$ cat src/rtl/id_ex_pipe_stage_pkg.sv
// Shared definitions for the ID/EX pipeline stage: defaults, control-bundle layout,
// and the writeback bypass match rule.
package id_ex_pipe_stage_pkg;

  localparam int unsigned XlenDef  = 32;
  localparam int unsigned AwDef    = 5;
  localparam int unsigned CtrlWDef = 16;
  localparam int unsigned NumWbDef = 1;
  localparam int unsigned MaxAw    = 16;

  localparam logic [CtrlWDef-1:0] CtrlRstDef = '0;

  // Control bundle layout; opaque to this stage, decoded by EX.
  localparam int unsigned CtrlAluOpLsb  = 0;
  localparam int unsigned CtrlAluOpW    = 4;
  localparam int unsigned CtrlJumpBit   = 4;
  localparam int unsigned CtrlBranchBit = 5;
  localparam int unsigned CtrlLoadBit   = 6;
  localparam int unsigned CtrlStoreBit  = 7;
  localparam int unsigned CtrlWbEnBit   = 8;
  localparam int unsigned CtrlCsrWeBit  = 9;

  // x0 is hardwired, so a write to it must never be forwarded.
  function automatic logic wb_match(input logic             we,
                                    input logic [MaxAw-1:0] wb_addr,
                                    input logic [MaxAw-1:0] src_addr);
    return we && (src_addr != '0) && (wb_addr == src_addr);
  endfunction

endpackage

$ cat src/rtl/id_ex_pipe_stage_if.sv
// Decode-side and execute-side handshake bundle of the ID/EX stage.
interface id_ex_pipe_stage_if
  import id_ex_pipe_stage_pkg::*;
#(
  parameter int unsigned XLEN   = XlenDef,
  parameter int unsigned AW     = AwDef,
  parameter int unsigned CTRL_W = CtrlWDef
);
  logic              in_valid;
  logic              in_ready;
  logic [XLEN-1:0]   in_pc;
  logic [XLEN-1:0]   in_pc_plus;
  logic [AW-1:0]     in_rs1_addr;
  logic [AW-1:0]     in_rs2_addr;
  logic [AW-1:0]     in_rd_addr;
  logic [XLEN-1:0]   in_rs1_data;
  logic [XLEN-1:0]   in_rs2_data;
  logic [XLEN-1:0]   in_imm;
  logic [CTRL_W-1:0] in_ctrl;

  logic              out_valid;
  logic              out_ready;
  logic [XLEN-1:0]   out_pc;
  logic [XLEN-1:0]   out_pc_plus;
  logic [AW-1:0]     out_rs1_addr;
  logic [AW-1:0]     out_rs2_addr;
  logic [AW-1:0]     out_rd_addr;
  logic [XLEN-1:0]   out_rs1_data;
  logic [XLEN-1:0]   out_rs2_data;
  logic [XLEN-1:0]   out_imm;
  logic [CTRL_W-1:0] out_ctrl;

  modport master (
    output in_valid, in_pc, in_pc_plus, in_rs1_addr, in_rs2_addr, in_rd_addr,
           in_rs1_data, in_rs2_data, in_imm, in_ctrl, out_ready,
    input  in_ready, out_valid, out_pc, out_pc_plus, out_rs1_addr, out_rs2_addr,
           out_rd_addr, out_rs1_data, out_rs2_data, out_imm, out_ctrl
  );

  modport slave (
    input  in_valid, in_pc, in_pc_plus, in_rs1_addr, in_rs2_addr, in_rd_addr,
           in_rs1_data, in_rs2_data, in_imm, in_ctrl, out_ready,
    output in_ready, out_valid, out_pc, out_pc_plus, out_rs1_addr, out_rs2_addr,
           out_rd_addr, out_rs1_data, out_rs2_data, out_imm, out_ctrl
  );

endinterface

$ cat src/rtl/id_ex_bypass.sv
// Combinational writeback bypass for one source operand across NUM_WB ports.
module id_ex_bypass
  import id_ex_pipe_stage_pkg::*;
#(
  parameter int unsigned XLEN   = XlenDef,
  parameter int unsigned AW     = AwDef,
  parameter int unsigned NUM_WB = NumWbDef
) (
  input  logic [AW-1:0]          src_addr,
  input  logic [XLEN-1:0]        src_data,
  input  logic [NUM_WB-1:0]      wb_we,
  input  logic [NUM_WB*AW-1:0]   wb_addr,
  input  logic [NUM_WB*XLEN-1:0] wb_data,
  output logic [XLEN-1:0]        res_data
);

  // Scan from the highest port down so port 0 (youngest) has the final say.
  always_comb begin
    res_data = src_data;
    for (int p = int'(NUM_WB) - 1; p >= 0; p--) begin
      if (wb_match(wb_we[p], MaxAw'(wb_addr[p*AW +: AW]), MaxAw'(src_addr))) begin
        res_data = wb_data[p*XLEN +: XLEN];
      end
    end
  end

endmodule

$ cat src/rtl/id_ex_pipe_stage.sv
// ID/EX pipeline stage with 2-entry skid buffer, flush and writeback bypass/refresh.
// Optional performance counters are enabled by defining ID_EX_PERF_CNT_EN.
module id_ex_pipe_stage
  import id_ex_pipe_stage_pkg::*;
#(
  parameter int unsigned       XLEN     = XlenDef,
  parameter int unsigned       AW       = AwDef,
  parameter int unsigned       CTRL_W   = CtrlWDef,
  parameter logic [CTRL_W-1:0] CTRL_RST = CTRL_W'(CtrlRstDef),
  parameter int unsigned       NUM_WB   = NumWbDef
) (
  input  logic                   clk,
  input  logic                   rst,
  input  logic                   flush,
  input  logic [NUM_WB-1:0]      wb_we,
  input  logic [NUM_WB*AW-1:0]   wb_addr,
  input  logic [NUM_WB*XLEN-1:0] wb_data,
  id_ex_pipe_stage_if.slave      io
`ifdef ID_EX_PERF_CNT_EN
  ,
  output logic [31:0]            perf_stall_cnt,
  output logic [31:0]            perf_bubble_cnt
`endif
);

  // Static payload packing, LSB first: ctrl, imm, rd, rs2, rs1, pc_plus, pc.
  localparam int unsigned SW     = 3 * XLEN + 3 * AW + CTRL_W;
  localparam int unsigned Rs2Lsb = CTRL_W + XLEN + AW;
  localparam int unsigned Rs1Lsb = Rs2Lsb + AW;

  logic            r_main_valid, w_main_valid_nxt;
  logic            r_skid_valid, w_skid_valid_nxt;
  logic [SW-1:0]   r_main_sta, w_main_sta_nxt;
  logic [SW-1:0]   r_skid_sta, w_skid_sta_nxt;
  logic [SW-1:0]   w_in_sta;
  logic [XLEN-1:0] r_main_rs1, r_main_rs2, w_main_rs1_nxt, w_main_rs2_nxt;
  logic [XLEN-1:0] r_skid_rs1, r_skid_rs2, w_skid_rs1_nxt, w_skid_rs2_nxt;
  logic [XLEN-1:0] w_in_rs1_byp, w_in_rs2_byp;
  logic [XLEN-1:0] w_main_rs1_byp, w_main_rs2_byp;
  logic [XLEN-1:0] w_skid_rs1_byp, w_skid_rs2_byp;
  logic [CTRL_W-1:0] w_main_ctrl;
  logic            w_accept, w_main_free;

  assign w_in_sta = {io.in_pc, io.in_pc_plus, io.in_rs1_addr, io.in_rs2_addr, io.in_rd_addr,
                     io.in_imm, io.in_ctrl};
  assign {io.out_pc, io.out_pc_plus, io.out_rs1_addr, io.out_rs2_addr, io.out_rd_addr,
          io.out_imm, w_main_ctrl} = r_main_sta;

  assign io.in_ready     = ~r_skid_valid;
  assign io.out_valid    = r_main_valid;
  assign io.out_rs1_data = r_main_rs1;
  assign io.out_rs2_data = r_main_rs2;
  assign io.out_ctrl     = r_main_valid ? w_main_ctrl : CTRL_RST;

  assign w_accept    = io.in_valid & ~r_skid_valid;
  assign w_main_free = ~r_main_valid | io.out_ready;

  id_ex_bypass #(.XLEN(XLEN), .AW(AW), .NUM_WB(NUM_WB)) u_byp_in_rs1 (
    .src_addr(io.in_rs1_addr), .src_data(io.in_rs1_data),
    .wb_we(wb_we), .wb_addr(wb_addr), .wb_data(wb_data), .res_data(w_in_rs1_byp)
  );
  id_ex_bypass #(.XLEN(XLEN), .AW(AW), .NUM_WB(NUM_WB)) u_byp_in_rs2 (
    .src_addr(io.in_rs2_addr), .src_data(io.in_rs2_data),
    .wb_we(wb_we), .wb_addr(wb_addr), .wb_data(wb_data), .res_data(w_in_rs2_byp)
  );
  id_ex_bypass #(.XLEN(XLEN), .AW(AW), .NUM_WB(NUM_WB)) u_byp_main_rs1 (
    .src_addr(r_main_sta[Rs1Lsb +: AW]), .src_data(r_main_rs1),
    .wb_we(wb_we), .wb_addr(wb_addr), .wb_data(wb_data), .res_data(w_main_rs1_byp)
  );
  id_ex_bypass #(.XLEN(XLEN), .AW(AW), .NUM_WB(NUM_WB)) u_byp_main_rs2 (
    .src_addr(r_main_sta[Rs2Lsb +: AW]), .src_data(r_main_rs2),
    .wb_we(wb_we), .wb_addr(wb_addr), .wb_data(wb_data), .res_data(w_main_rs2_byp)
  );
  id_ex_bypass #(.XLEN(XLEN), .AW(AW), .NUM_WB(NUM_WB)) u_byp_skid_rs1 (
    .src_addr(r_skid_sta[Rs1Lsb +: AW]), .src_data(r_skid_rs1),
    .wb_we(wb_we), .wb_addr(wb_addr), .wb_data(wb_data), .res_data(w_skid_rs1_byp)
  );
  id_ex_bypass #(.XLEN(XLEN), .AW(AW), .NUM_WB(NUM_WB)) u_byp_skid_rs2 (
    .src_addr(r_skid_sta[Rs2Lsb +: AW]), .src_data(r_skid_rs2),
    .wb_we(wb_we), .wb_addr(wb_addr), .wb_data(wb_data), .res_data(w_skid_rs2_byp)
  );

  // Held entries absorb this cycle's writebacks; a skid entry moving to main keeps them too.
  always_comb begin
    w_main_valid_nxt = r_main_valid;
    w_main_sta_nxt   = r_main_sta;
    w_main_rs1_nxt   = w_main_rs1_byp;
    w_main_rs2_nxt   = w_main_rs2_byp;
    w_skid_valid_nxt = r_skid_valid;
    w_skid_sta_nxt   = r_skid_sta;
    w_skid_rs1_nxt   = w_skid_rs1_byp;
    w_skid_rs2_nxt   = w_skid_rs2_byp;
    if (flush) begin
      w_main_valid_nxt = 1'b0;
      w_skid_valid_nxt = 1'b0;
    end else if (w_main_free) begin
      if (r_skid_valid) begin
        w_main_valid_nxt = 1'b1;
        w_main_sta_nxt   = r_skid_sta;
        w_main_rs1_nxt   = w_skid_rs1_byp;
        w_main_rs2_nxt   = w_skid_rs2_byp;
        w_skid_valid_nxt = w_accept;
        w_skid_sta_nxt   = w_in_sta;
        w_skid_rs1_nxt   = w_in_rs1_byp;
        w_skid_rs2_nxt   = w_in_rs2_byp;
      end else begin
        w_main_valid_nxt = w_accept;
        if (w_accept) begin
          w_main_sta_nxt = w_in_sta;
          w_main_rs1_nxt = w_in_rs1_byp;
          w_main_rs2_nxt = w_in_rs2_byp;
        end
      end
    end else if (w_accept) begin
      w_skid_valid_nxt = 1'b1;
      w_skid_sta_nxt   = w_in_sta;
      w_skid_rs1_nxt   = w_in_rs1_byp;
      w_skid_rs2_nxt   = w_in_rs2_byp;
    end
  end

  always_ff @(posedge clk or posedge rst) begin
    if (rst) begin
      r_main_valid <= 1'b0;
      r_skid_valid <= 1'b0;
      r_main_sta   <= '0;
      r_skid_sta   <= '0;
      r_main_rs1   <= '0;
      r_main_rs2   <= '0;
      r_skid_rs1   <= '0;
      r_skid_rs2   <= '0;
    end else begin
      r_main_valid <= w_main_valid_nxt;
      r_skid_valid <= w_skid_valid_nxt;
      r_main_sta   <= w_main_sta_nxt;
      r_skid_sta   <= w_skid_sta_nxt;
      r_main_rs1   <= w_main_rs1_nxt;
      r_main_rs2   <= w_main_rs2_nxt;
      r_skid_rs1   <= w_skid_rs1_nxt;
      r_skid_rs2   <= w_skid_rs2_nxt;
    end
  end

`ifdef ID_EX_PERF_CNT_EN
  logic [31:0] r_stall_cnt, r_bubble_cnt;

  always_ff @(posedge clk or posedge rst) begin
    if (rst) begin
      r_stall_cnt  <= '0;
      r_bubble_cnt <= '0;
    end else begin
      if (r_main_valid && !io.out_ready) r_stall_cnt <= r_stall_cnt + 32'd1;
      if (!r_main_valid) r_bubble_cnt <= r_bubble_cnt + 32'd1;
    end
  end

  assign perf_stall_cnt  = r_stall_cnt;
  assign perf_bubble_cnt = r_bubble_cnt;
`endif

endmodule

$ cat src/flat_wrapper.sv
// flat-port wrapper written by rule: the top's interface ports become plain ports
module id_ex_pipe_stage_flat import id_ex_pipe_stage_pkg::*;
#(
  parameter int unsigned       XLEN     = XlenDef,
  parameter int unsigned       AW       = AwDef,
  parameter int unsigned       CTRL_W   = CtrlWDef,
  parameter logic [CTRL_W-1:0] CTRL_RST = CTRL_W'(CtrlRstDef),
  parameter int unsigned       NUM_WB   = NumWbDef
)
  (clk, rst, flush, wb_we, wb_addr, wb_data, io_in_valid, io_in_pc, io_in_pc_plus, io_in_rs1_addr, io_in_rs2_addr, io_in_rd_addr, io_in_rs1_data, io_in_rs2_data, io_in_imm, io_in_ctrl, io_out_ready, io_in_ready, io_out_valid, io_out_pc, io_out_pc_plus, io_out_rs1_addr, io_out_rs2_addr, io_out_rd_addr, io_out_rs1_data, io_out_rs2_data, io_out_imm, io_out_ctrl);
  id_ex_pipe_stage_if #(.XLEN(XLEN), .AW(AW), .CTRL_W(CTRL_W)) io_i ();
  input  logic clk;
  input  logic rst;
  input  logic flush;
  input  logic [NUM_WB-1:0] wb_we;
  input  logic [NUM_WB*AW-1:0] wb_addr;
  input  logic [NUM_WB*XLEN-1:0] wb_data;
  input wire logic [$bits(io_i.in_valid)-1:0] io_in_valid;
  input wire logic [$bits(io_i.in_pc)-1:0] io_in_pc;
  input wire logic [$bits(io_i.in_pc_plus)-1:0] io_in_pc_plus;
  input wire logic [$bits(io_i.in_rs1_addr)-1:0] io_in_rs1_addr;
  input wire logic [$bits(io_i.in_rs2_addr)-1:0] io_in_rs2_addr;
  input wire logic [$bits(io_i.in_rd_addr)-1:0] io_in_rd_addr;
  input wire logic [$bits(io_i.in_rs1_data)-1:0] io_in_rs1_data;
  input wire logic [$bits(io_i.in_rs2_data)-1:0] io_in_rs2_data;
  input wire logic [$bits(io_i.in_imm)-1:0] io_in_imm;
  input wire logic [$bits(io_i.in_ctrl)-1:0] io_in_ctrl;
  input wire logic [$bits(io_i.out_ready)-1:0] io_out_ready;
  output wire logic [$bits(io_i.in_ready)-1:0] io_in_ready;
  output wire logic [$bits(io_i.out_valid)-1:0] io_out_valid;
  output wire logic [$bits(io_i.out_pc)-1:0] io_out_pc;
  output wire logic [$bits(io_i.out_pc_plus)-1:0] io_out_pc_plus;
  output wire logic [$bits(io_i.out_rs1_addr)-1:0] io_out_rs1_addr;
  output wire logic [$bits(io_i.out_rs2_addr)-1:0] io_out_rs2_addr;
  output wire logic [$bits(io_i.out_rd_addr)-1:0] io_out_rd_addr;
  output wire logic [$bits(io_i.out_rs1_data)-1:0] io_out_rs1_data;
  output wire logic [$bits(io_i.out_rs2_data)-1:0] io_out_rs2_data;
  output wire logic [$bits(io_i.out_imm)-1:0] io_out_imm;
  output wire logic [$bits(io_i.out_ctrl)-1:0] io_out_ctrl;
  assign io_i.in_valid = io_in_valid;
  assign io_i.in_pc = io_in_pc;
  assign io_i.in_pc_plus = io_in_pc_plus;
  assign io_i.in_rs1_addr = io_in_rs1_addr;
  assign io_i.in_rs2_addr = io_in_rs2_addr;
  assign io_i.in_rd_addr = io_in_rd_addr;
  assign io_i.in_rs1_data = io_in_rs1_data;
  assign io_i.in_rs2_data = io_in_rs2_data;
  assign io_i.in_imm = io_in_imm;
  assign io_i.in_ctrl = io_in_ctrl;
  assign io_i.out_ready = io_out_ready;
  assign io_in_ready = io_i.in_ready;
  assign io_out_valid = io_i.out_valid;
  assign io_out_pc = io_i.out_pc;
  assign io_out_pc_plus = io_i.out_pc_plus;
  assign io_out_rs1_addr = io_i.out_rs1_addr;
  assign io_out_rs2_addr = io_i.out_rs2_addr;
  assign io_out_rd_addr = io_i.out_rd_addr;
  assign io_out_rs1_data = io_i.out_rs1_data;
  assign io_out_rs2_data = io_i.out_rs2_data;
  assign io_out_imm = io_i.out_imm;
  assign io_out_ctrl = io_i.out_ctrl;
  id_ex_pipe_stage #(.XLEN(XLEN), .AW(AW), .CTRL_W(CTRL_W), .CTRL_RST(CTRL_RST), .NUM_WB(NUM_WB)) u_core (.clk(clk), .rst(rst), .flush(flush), .wb_we(wb_we), .wb_addr(wb_addr), .wb_data(wb_data), .io(io_i));
endmodule
$ cat config.mk
export PLATFORM = sky130hd
export DESIGN_NAME = id_ex_pipe_stage_flat
export DESIGN_NICKNAME = d
export VERILOG_FILES = /design/src/rtl/id_ex_pipe_stage_pkg.sv /design/src/rtl/id_ex_pipe_stage_if.sv /design/src/rtl/id_ex_bypass.sv /design/src/rtl/id_ex_pipe_stage.sv /design/src/flat_wrapper.sv
export SDC_FILE = /design/constraint.sdc
export NUM_CORES = 1
export LEC_CHECK = 0
export ABC_AREA = 1
export BUFFER_PORTS_ARGS = -buffer_cell sky130_fd_sc_hd__buf_2
export CAP_MARGIN = 20
export CORE_MARGIN = 10
export CORE_UTILIZATION = 51
export CTS_BUF_LIST = sky130_fd_sc_hd__clkbuf_8
export CTS_CLUSTER_DIAMETER = 40
export DETAILED_ROUTE_END_ITERATION = 8
export PLACE_DENSITY = 0.75
export SLEW_MARGIN = 20
export SYNTH_ARGS = -nofsm -noshare
export SYNTH_HDL_FRONTEND = slang
export SYNTH_SLANG_ARGS = --single-unit
$ cat constraint.sdc
create_clock -name clk -period 32 [get_ports clk]
set_input_delay 6.4 -clock clk [delete_from_list [all_inputs] [get_ports clk]]
set_output_delay 6.4 -clock clk [all_outputs]
set_load 0.03 [all_outputs]
Yosys cells after proc, flatten, opt, wreduce, memory -nomap -nowiden
Cells that the tools add are included.
Storage, ports and cells
  input bits: 234
  flip-flop bits (word level): 384
  logic and storage cells: 78
  output and inout port bits: 193
Cells by class
  reduce and logical (&&, ||, !) cells: 24
  mux-type cells: 34
  bitwise gates (word level): 5
  equal/unequal tests: 7
Operators by type and width (count)
  $mux W32: 22
  $mux W127: 4
  $eq A5 B5 Y1: 6
  $reduce_bool A5 Y1: 6
  $mux W16: 1
  $logic_and A1 B1 Y1: 12
  $mux W1: 7
  $reduce_and A3 Y1: 2
  $reduce_bool A2 Y1: 3
  $not A1 Y1: 3
  $reduce_bool A3 Y1: 1
  $ne A2 B1 Y1 const B: 1
  $and A1 B1 Y1: 1
  $or A1 B1 Y1: 1

Logic depth before layout (Yosys ltp)
  depth in word-level cells: 8
  mapped depth: 13
  depth with buffers taken out: 12

Cells and area by module
A second synthesis with hierarchy kept.
Unflattened totals
  cells, all modules: 3642
  area, all modules: 24433.4 um^2
By module, submodules not included
  id_ex_pipe_stage: times used 1, cells each 2820, area each 20447.1 um^2
  id_ex_bypass: times used 6, cells each 137, area each 664.4 um^2

Worst setup path before layout
Ideal clock, no wire load.
  kind: in2reg
  from: input port wb_addr[1]
  to: register u_core.r_main_rs1[28], in the netlist u_core.io.out_rs1_data[28]
  library setup time: 0.130 ns
  stages: 11
  data required time: 31.870 ns
  path slack: 24.332 ns
  buffers on the path: 3
  data arrival time: 7.537 ns
  cells stage by stage: buf_2 inv_1 nand2_1 nand2_1 nand2_1 nor2_1 nand3_2 buf_6 buf_6 o211ai_1 nand3_1
On the way
  word-level cells in the longest chain between the ends: 7
RTL lines
  start: declaration: line flat_wrapper.sv:16  | input logic [NUM_WB*AW-1:0] wb_addr;
  $eq A5 B5 Y1: line id_ex_pipe_stage_pkg.sv:27  | return we && (src_addr != '0) && (wb_addr == src_addr);
  $logic_and A1 B1 Y1: line id_ex_pipe_stage_pkg.sv:27
  $mux W32: line id_ex_bypass.sv:21  | if (wb_match(wb_we[p], MaxAw'(wb_addr[p*AW +: AW]), MaxAw'(src_addr))) begin
  $mux W32: line id_ex_pipe_stage.sv:108  | if (w_accept) begin
  $mux W32: line id_ex_pipe_stage.sv:97  | if (r_skid_valid) begin
  $mux W32: line id_ex_pipe_stage.sv:96  | end else if (w_main_free) begin
  $mux W32 (*): line id_ex_pipe_stage.sv:93  | if (flush) begin
  net u_core.w_main_rs1_nxt[28]: line id_ex_pipe_stage.sv:36  | logic [XLEN-1:0] r_main_rs1, r_main_rs2, w_main_rs1_nxt, w_main_rs2_nxt;
  end signal: assignment: line id_ex_pipe_stage.sv:137  | r_main_rs1 <= w_main_rs1_nxt;
  end: declaration: line id_ex_pipe_stage.sv:36
Mark *: on every way through the listed nets, which the timed path passes. The rest lies on a longest branch.
A chain may end at the register's enable or synchronous reset.

Worst setup path in the final report
  from: input port flush
  to: register u_core.r_main_rs1[2], in the netlist u_core.io.out_rs1_data[2]
On the way
  word-level cells in the longest chain between the ends: 1
RTL lines
  start: declaration: line flat_wrapper.sv:14  | input logic flush;
  $mux W32: line id_ex_pipe_stage.sv:93
  net u_core.w_main_rs1_nxt[2]: line id_ex_pipe_stage.sv:36
The timed path passes the listed nets, and every way through them passes these cells.

==> metrics.csv <==
metric,value,unit
slowest_stage,a21oi_2,
fin_nets,3232,
r2r_cells,9,
die-area,0.0491,mm²
die_h,222,µm
finalCritPeriodShare,0.268,
cts_tree,built,
ys_warn_count,0,
switching_share,0.368,
skew,0.0296,ns
cp_slowest_stage_delay,0.74,ns
fin_crit,8.58,ns
grt_util_all_layers,0.256,
coreArea,0.0399,mm²
crit_type,input pin to flop,
hold_depth,2,
critPathMostFrequentCell,nand3_1,
vdd_drop_max,0.0000397,V
r2r-end,u_core.io.out_rs1_data[2]$_DFF_PP0_,
wire_per_inst,18.3,µm
final_common_cell,nand2_1,
cp-start-kind,input pin,
port_buffers,426,
clockPowerShare,0.301,
finalSetupViolCount,0,
final_util,0.593,
yosysTopAreaCell,dfrtp_1,
worstPathCellList,"buf_2, nor2_2, inv_2, a21oi_2, inv_8, buf_4, nand3_1, nand3_1",
grt_pass1_vias,19600,
ys_ff_latch,384,
synth_seq_area_share,0.464,
synth-edff-count,0,
htree_levels,3,
comb_power_share,0.282,
clk_pin_slew,0.06,ns
cts_num_sinks,384,
drv_cap,0,
hp-start,u_core.r_main_sta[94]$_DFFE_PP0P_,
synth.net_count,2998,
slew_headroom,0.263,
num_vias,19700,
grt_max_degree,205,
rsz0062_at_grt,false,
mostFrequentLayoutCells,"679 x nand2_1, 426 x buf_2, 416 x inv_1",
final_antenna_net_count,0,
p_sw,0.000612,W
rrSetupSlack,28.53,ns
io_pins,427,
avgSynthCellArea,7.50,µm²
cts_resized,0,
antenna_found_initial,14,
gp_congestion,0.874,
timing.rr.start,u_core.io.out_valid$_DFFE_PP0P_,
async_reset_ff_frac,1.00,
met2_usage,0.400,
outcome,"finished, final reports clean",
grtUsageMet3,0.0695,
crit_arrival,9.07,ns
finalWorstSetupSlack,23.42,ns
fmax,117,MHz
synth_top_area_frac,0.464,
grt_first_pass_wirelength,104000,µm
drt_pass1_iterations,8,
drc,0,
drv_slew,0,
setup_tns,0,ns
seqPwrFrac,0.417,
cts_buffers,71,
dp_slack,22.80,ns
dp_hpwl,42300,µm
ys.flop_type,dfrtp_1,
cellPowerDensity,70.3,mW/mm²
end_kind,flop,
initial_core_util,0.519,
finalHoldViolCount,0,
worst_pin_slew,1.11,ns
fp.dieW,222,µm
min_to,u_core.r_main_sta[94]$_DFFE_PP0P_,
cts_setup_buffers,0,
drt_iter0_markers,1962,
via_per_inst,5.49,
hold_buffers,0,
gr-max-usage-layer,met2,
layout-drive-gt1-share,0.197,
area.growth.synth_to_final,14.2,%
cp_max_fo,204,
grt_overflow,0,
crit_required,32.49,ns
clockRootBuffer,clkbuf_8,
synth.area.top_cells,"dfrtp_1 46%, nand2_1 12%, o21ai_0 9.6%",
syn-cell-area,0.0207,mm²
num_rows,73,
routed_wl,65500,µm
clk_path_buf_depth,3,
met1_usage,0.324,
min_path_type,flop to flop,
insertion_delay,0.62,ns
p_int,0.00105,W
synth.distinct_cells,27,
syn-instance-count,2764,
p_leak,13.1,nW
[Yosys cell counts, types with 2 or more instances]
cell type,number
a21oi_1,7
a21oi_2,2
buf_1,4
buf_2,67
buf_4,113
buf_6,8
clkbuf_1,99
dfrtp_1,384
inv_1,403
inv_2,6
nand2_1,680
nand2_2,9
nand3_1,387
nand4_1,39
nor2_1,13
nor2_2,7
o211ai_1,82
o211ai_2,7
o21ai_0,398
o21ai_1,40
xnor2_1,3
[kinds of logic after synthesis]
logic type      share of synthesized area
compound gates                      0.143
xor+xnor                          0.00127
buf+inv                             0.154
flops                               0.464
simple gates                        0.238
[routing by layer]
| layer | vias to the layer above | part of all wire |
|---|---|---|
| met3 | 156 | 0.098 |
| met1 | 9235 | 0.40 |
| met5 | - | 0.00073 |
| met2 | 1006 | 0.46 |
| met4 | 8 | 0.037 |
| li1 | 9279 | - |
[flip-flops by register name, summed over array words and instances, names as in the netlist]
name and flops:
u_core.r_skid_valid 1, u_core.io.out_valid 1, u_core.r_skid_rs2 32, u_core.r_skid_sta 127, u_core.io.out_rs2_data 32, u_core.r_skid_rs1 32, u_core.io.out_rs1_data 32, u_core.r_main_sta 127
[worst max path at each step]
stage | startpoint | end | slack [ns] | depth (start not counted)
after floorplan | rst | u_core.io.out_rs1_data[0]$_DFF_PP0_ | 14.93 | 1
after global placement | io_out_ready | u_core.io.out_rs1_data[12]$_DFF_PP0_ | 22.88 | 9
after detailed placement | flush | u_core.io.out_rs1_data[2]$_DFF_PP0_ | 22.80 | 8
after CTS | flush | u_core.io.out_rs1_data[2]$_DFF_PP0_ | 23.48 | 8
after global routing | flush | u_core.io.out_rs2_data[11]$_DFF_PP0_ | 23.16 | 8
final | flush | u_core.io.out_rs1_data[2]$_DFF_PP0_ | 23.42 | 8
[critical path: cells and delay by family]
family / cells / cell delay [ns]
buffers and inverters: 4 / 1.37
AO/OA/AOI/OAI: 1 / 0.74
AND/OR/NAND/NOR: 3 / 0.47
[power by group through the flow]
stage | Combinational [W] | Sequential [W] | Clock [W]
floorplan | 0.000329 | 0.000718 | 0
global placement | 0.000453 | 0.000693 | 0
detailed placement | 0.000467 | 0.000698 | 0
CTS | 0.000470 | 0.000691 | 0.000510
global route | 0.000527 | 0.000706 | 0.000533
finish | 0.000470 | 0.000693 | 0.000501
[stage by stage]
step           hold slack [ns]  power, W  cell area, µm²  instances
2_1_floorplan            0.448   0.00105           20700       2764
3_3_place_gp             0.460   0.00115           22100       3449
3_5_place_dp             0.468   0.00117           22100       3449
4_1_cts                  0.482   0.00167           23600       3573
5_1_grt                  0.490   0.00177           23700       3583
6_report                 0.479   0.00166           23700       3585
[layout make-up]
class | count | area, µm²
multi-input cells | 1680 | 7940
repair buffers | 452 | 2360
flip-flops and latches | 384 | 9610
clock inverters | 36 | 293
inverters | 409 | 1560
clock buffers | 88 | 1210
fillers | 3672 | 16300
well taps | 525 | 657
diodes | 11 | 27.5
No activity file was read; power rests on OpenSTA's default activity.
